===== config.mk =====
export PLATFORM = sky130hd
export DESIGN_NAME = multiword_adder_sequencer
export DESIGN_NICKNAME = d
export VERILOG_FILES = /design/src/rtl/seq_adder_pkg.sv /design/src/rtl/multi_bit_full_adder.sv /design/src/rtl/multiword_adder_sequencer.sv
export SDC_FILE = /design/constraint.sdc
export NUM_CORES = 1
export LEC_CHECK = 0
export BUFFER_PORTS_ARGS = -buffer_cell sky130_fd_sc_hd__buf_4
export CAP_MARGIN = 20
export CELL_PAD_IN_SITES_DETAIL_PLACEMENT = 2
export CELL_PAD_IN_SITES_GLOBAL_PLACEMENT = 2
export CORE_MARGIN = 10
export CORE_UTILIZATION = 37
export CTS_CLUSTER_DIAMETER = 50
export DETAILED_ROUTE_END_ITERATION = 16
export GPL_TIMING_DRIVEN = 0
export PLACE_DENSITY = 0.86
export SYNTH_ARGS = -nofsm -noshare
export SYNTH_HDL_FRONTEND = slang
export SYNTH_SLANG_ARGS = --single-unit

===== constraint.sdc =====
create_clock -name clk -period 9.91 [get_ports clk]
set_input_delay 1.4865 -clock clk [delete_from_list [all_inputs] [get_ports clk]]
set_output_delay 1.4865 -clock clk [all_outputs]
set_load 0.005 [all_outputs]

===== src/rtl/seq_adder_pkg.sv =====
// Shared definitions for the multiword adder sequencer: FSM state encoding,
// default geometry and the word-index width helper.
package seq_adder_pkg;

  typedef enum logic [1:0] {
    IDLE = 2'd0,
    RUN  = 2'd1,
    DONE = 2'd2
  } seq_state_t;

  localparam int unsigned SEQ_N_DEFAULT     = 8;
  localparam int unsigned SEQ_WORDS_DEFAULT = 4;

  // Width of the word index counter; never narrower than one bit.
  function automatic int unsigned idx_width(input int unsigned words);
    return (words <= 1) ? 1 : $clog2(words);
  endfunction

endpackage


===== src/rtl/multi_bit_full_adder.sv =====
// N-bit ripple-carry adder slice shared by the multiword sequencer.
module multi_bit_full_adder #(
  parameter int unsigned N = 8
) (
  input  logic [N-1:0] a,
  input  logic [N-1:0] b,
  input  logic         cin,
  output logic [N-1:0] sum,
  output logic         cout
);

  logic ripple_c;

  // Ripple the carry through N full-adder bit positions.
  always_comb begin
    sum      = '0;
    ripple_c = cin;
    for (int unsigned i = 0; i < N; i++) begin
      sum[i]   = a[i] ^ b[i] ^ ripple_c;
      ripple_c = (a[i] & b[i]) | (ripple_c & (a[i] ^ b[i]));
    end
    cout = ripple_c;
  end

endmodule


===== src/rtl/multiword_adder_sequencer.sv =====
// Wide add/subtract built from one N-bit adder reused over WORDS cycles,
// least-significant word first, with valid/ready handshakes on both sides.
// Optional macro SEQ_ADDER_FLAGS_EN adds out_zero and out_overflow ports.
module multiword_adder_sequencer
  import seq_adder_pkg::*;
#(
  parameter int unsigned N     = SEQ_N_DEFAULT,
  parameter int unsigned WORDS = SEQ_WORDS_DEFAULT
) (
  input  logic               clk,
  input  logic               rst_n,
  input  logic               in_valid,
  output logic               in_ready,
  input  logic [N*WORDS-1:0] in_a,
  input  logic [N*WORDS-1:0] in_b,
  input  logic               in_sub,
  output logic               out_valid,
  input  logic               out_ready,
  output logic [N*WORDS-1:0] out_sum,
  output logic               out_carry
`ifdef SEQ_ADDER_FLAGS_EN
  ,
  output logic               out_zero,
  output logic               out_overflow
`endif
);

  localparam int unsigned W     = N * WORDS;
  localparam int unsigned IDX_W = idx_width(WORDS);
  localparam logic [IDX_W-1:0] LAST_IDX = IDX_W'(WORDS - 1);

  seq_state_t       state;
  logic [W-1:0]     a_reg;
  logic [W-1:0]     b_reg;
  logic [W-1:0]     sum_reg;
  logic [W-1:0]     next_sum;
  logic             carry_reg;
  logic [IDX_W-1:0] idx;
  logic [N-1:0]     a_slice;
  logic [N-1:0]     b_slice;
  logic [N-1:0]     slice_sum;
  logic             slice_cout;

  // Select the operand slices addressed by the word index.
  always_comb begin
    a_slice = '0;
    b_slice = '0;
    for (int unsigned k = 0; k < WORDS; k++) begin
      if (idx == IDX_W'(k)) begin
        a_slice = a_reg[k*N +: N];
        b_slice = b_reg[k*N +: N];
      end
    end
  end

  multi_bit_full_adder #(
    .N(N)
  ) u_adder (
    .a    (a_slice),
    .b    (b_slice),
    .cin  (carry_reg),
    .sum  (slice_sum),
    .cout (slice_cout)
  );

  // Merge the current slice result into the accumulated sum.
  always_comb begin
    next_sum = sum_reg;
    for (int unsigned k = 0; k < WORDS; k++) begin
      if (idx == IDX_W'(k)) begin
        next_sum[k*N +: N] = slice_sum;
      end
    end
  end

  assign out_sum = sum_reg;

  // Sequencer FSM with registered handshake and result outputs.
  always_ff @(posedge clk or negedge rst_n) begin
    if (!rst_n) begin
      state        <= IDLE;
      in_ready     <= 1'b1;
      out_valid    <= 1'b0;
      out_carry    <= 1'b0;
      a_reg        <= '0;
      b_reg        <= '0;
      sum_reg      <= '0;
      carry_reg    <= 1'b0;
      idx          <= '0;
`ifdef SEQ_ADDER_FLAGS_EN
      out_zero     <= 1'b0;
      out_overflow <= 1'b0;
`endif
    end else begin
      case (state)
        IDLE: begin
          if (in_valid && in_ready) begin
            a_reg     <= in_a;
            b_reg     <= in_sub ? ~in_b : in_b;
            carry_reg <= in_sub;
            idx       <= '0;
            in_ready  <= 1'b0;
            state     <= RUN;
          end
        end
        RUN: begin
          sum_reg   <= next_sum;
          carry_reg <= slice_cout;
          if (idx == LAST_IDX) begin
            idx          <= '0;
            out_carry    <= slice_cout;
            out_valid    <= 1'b1;
`ifdef SEQ_ADDER_FLAGS_EN
            out_zero     <= (next_sum == '0);
            out_overflow <= (a_reg[W-1] == b_reg[W-1]) && (next_sum[W-1] != a_reg[W-1]);
`endif
            state        <= DONE;
          end else begin
            idx <= idx + IDX_W'(1);
          end
        end
        DONE: begin
          if (out_ready) begin
            out_valid <= 1'b0;
            in_ready  <= 1'b1;
            state     <= IDLE;
          end
        end
        default: begin
          out_valid <= 1'b0;
          in_ready  <= 1'b1;
          state     <= IDLE;
        end
      endcase
    end
  end

endmodule


==> impl_metrics.csv <==
group,metric,value,unit
routing,detail-route-antenna-nets,0,
timing,fmax,0.1862,GHz
routing,route.met3.wl,843,um
yosys,synth_simple_gate_area_frac,0.07456,
placed_design,post-place-ws,4.701,ns
placed_design,gp_congestion,0.7896,
grt,grt_first_pass_wirelength,26510,um
timing,fin_setup_tns,0,ns
critical_path,cp.arrival,5.61,ns
flow_run,maxCapViolCount,0,
yosys,ys_seq_area_frac,0.5332,
grt,grt_max_degree,73,
routing,avgViaCountPerCell,5.177,
yosys,synth_nets,529,
clocking,cts_resized,0,
clocking,cts_setup_buffers,0,
routing,detail_route.first_pass.iterations,4,
grt,grt_use_total,0.1877,
floorplanning,die_h,134.9,um
floorplanning,die_w,134.9,um
critical_path,worst-path-max-fanout,10,
floorplanning,fp.coreArea,0.01277,mm2
timing,worstMarginPinSlew,0.5712,ns
routing,top_layer,"met4",
yosys,yosysTopAreaCell,"dfrtp_1",
status,status,"completed",
clocking,cts-buffers-inserted,9,
yosys,syn_area_per_cell,10.90,um2
clocking,clockBufferDepth,2,
timing,rsz0062_at_grt,"no",
yosys,synth_fa_ha_area_frac,0.04304,
finish,syn_to_final_growth,26.36,%
worst_hold_path,worst_hold_path_type,"flip-flop to flip-flop",
clocking,cts_tree,"yes",
finish,fillers,1329,
yosys,synth_edf_count,0,
clocking,path_clk_slew,0.07,ns
critical_path,reg2reg_slack,4.54,ns
critical_path,critical-path-max-stage-delay,0.50,ns
finish,antennaDiodeCount,0,
yosys,synth_compound_area_frac,0.1478,
finish,final_net_count,643,
grt,grt_pass1_vias,4592,
placed_design,place_hpwl,12430,um
yosys,synth_top_family_by_area,"compound AO/OA/AOI/OAI gates",
routing,routedWlPerCell,22.60,um
clocking,cts_max_level,3,
power,p_leak,2.836,nW
yosys,synth_most_common_cell,"dfrtp_1",
critical_path,cp-startpoint,"idx[0]",
timing,finalSetupViolations,0,
yosys,synth_common_cells,"dfrtp_1 (103), a21oi_1 (50), nand2_1 (45), o21ai_0 (43), mux2_2 (38)",
routing,wl_met1,6755,um
clocking,insertion_delay,0.36,ns
timing,min_period_over_period,0.5419,
yosys,syn-cell-area,0.004883,mm2
critical_path,cpMostUsedCell,"fa_1",
yosys,netlist_top_cells_area,"dfrtp_1 (53%), mux2_2 (8.8%), a21oi_1 (5.1%)",
finish,seqCellArea,0.002604,mm2
yosys,yosysUniqueCellTypes,32,
floorplanning,rows,41,
timing,hold_viol,0,
power,p_per_area,349.2,mW/mm2
grt,antenna_found_initial,0,
critical_path,end_kind,"flip-flop",
floorplanning,pin_count,104,
critical_path,critPathCapture,"out_sum[15]",
grt,grt-ovfl-total,0,
yosys,yosys_most_used_dff,"dfrtp_1",
routing,drtIter0Drc,155,
floorplanning,die_area,0.01819,mm2
critical_path,required,10.15,ns
critical_path,critPathLaunchType,"flip-flop",
timing,finClkSkew,0.009104,ns
clocking,ctsHoldBuffers,0,
timing,max_slew_margin,0.6192,
finish,multiInputGateArea,0.002004,mm2
routing,remaining_drc_errors,0,
timing,min_period,5.370,ns
yosys,synthArstFlopShare,1.000,
timing,setup_ws,4.540,ns
yosys,synth_seq_cells,104,
critical_path,crit_chain,"inv_1 > ha_1 > clkbuf_1 > a21oi_1 > o21ai_0 > a22oi_1 > fa_1 > inv_1 > fa_1 > fa_1 > inv_1 > fa_1 > fa_1 > fa_1 > fa_1 > inv_1 > fa_1 > mux2_2",
critical_path,crit_slowest_cell,"fa_1",
yosys,yosys_warnings,0,
finish,drive_above_1_share,0.3245,
routing,via_count,3826,
critical_path,r2r_end,"out_sum[15]",
floorplanning,start_util,0.3823,
placed_design,io_buffers,102,
critical_path,rr_worst_depth,18,
routing,wl_met2,8611,um
yosys,synthXorXnorAreaFrac,0.05739,
yosys,yosysTopAreaCellShare,0.5278,
clocking,cts.sinks,104,
critical_path,path_class,"flip-flop to flip-flop",
power,ir_worst_vdd,161.9,uV
yosys,synthMuxAreaShare,0.08762,
timing,slew_viol_final,0,
critical_path,reg2reg_from,"idx[0]",
yosys,syn_inst,448,
routing,wl,16700,um
clocking,clock-root-buffer,"clkbuf_16",
report_power, final:
group / internal, W / leakage (nW) / switching (W)
Sequential: 0.000626 / 1.26 / 0.000122
Combinational: 0.000452 / 1.44 / 0.000611
Clock: 0.000174 / 0.135 / 0.000170
Total: 0.00125 / 2.84 / 0.000903
worst max-delay path: cells and delay by family (launching register included):
family	cells	cell delay, ns
flip-flops	1	0.43
adder cells (fa/ha/maj)	9	3.21
buffers and inverters	5	0.85
AO/OA/AOI/OAI	3	0.46
multiplexers	1	0.31
cell type report:
| cell class | count | share of cell area |
|---|---|---|
| inverter | 21 | 0.01277 |
| sequential | 104 | 0.4219 |
| tap | 172 | 0.03487 |
| clock buffer | 10 | 0.03710 |
| timing repair buffer | 103 | 0.1285 |
| multi-input combinational | 289 | 0.3248 |
| buffer | 34 | 0.03183 |
| clock inverter | 6 | 0.008110 |
stage by stage:
| step | hold WS (ns) | total power [W] | utilization | instance area [um2] | cells |
|---|---|---|---|---|---|
| after floorplan | 0.4732 | 0.001317 | - | 4883 | 448 |
| after global placement | 0.4660 | 0.001689 | 0.4591 | 5864 | 722 |
| after detailed placement | 0.4884 | 0.001782 | 0.4613 | 5892 | 723 |
| after CTS | 0.5031 | 0.002175 | 0.4831 | 6171 | 739 |
| after global routing | 0.5251 | 0.002314 | 0.4831 | 6171 | 739 |
| final | 0.4970 | 0.002155 | 0.4831 | 6171 | 739 |
worst min-delay path by stage:
stage                      from  cells past startpoint           to  slack [ns]
detailed placement   out_sum[4]                      2   out_sum[4]        0.49
CTS                 out_sum[13]                      2  out_sum[13]        0.50
finish              out_sum[13]                      2  out_sum[13]        0.50
floorplan           out_sum[27]                      2  out_sum[27]        0.47
global route        out_sum[13]                      2  out_sum[13]        0.53
global placement    out_sum[19]                      2  out_sum[19]        0.47
logic make-up after synthesis:
family,after synthesis
flops,104
buf+inv,55
fa+ha+maj,12
simple gates,85
xor+xnor,32
compound gates,122
mux,38
cell usage in the layout (no fill, tap or decap), types with 8 or more instances in the layout:
cell | netlist | final
clkbuf_1 | 11 | 12
nand2_1 | 45 | 45
xnor2_1 | 25 | 25
dfrtp_1 | 103 | 103
a21oi_1 | 50 | 50
mux2_2 | 38 | 38
clkbuf_16 | 0 | 9
buf_2 | 15 | 15
fa_1 | 8 | 8
buf_4 | 1 | 103
nor2_1 | 26 | 26
inv_1 | 21 | 21
o21ai_0 | 43 | 43
routing by layer:
metal,vias up,global-route usage
met2,107,0.3291
li1,1742,-
met4,0,0.07497
met3,27,0.04303
met1,1950,0.2156
met5,-,0
No activity file was read; power rests on OpenSTA's default activity.
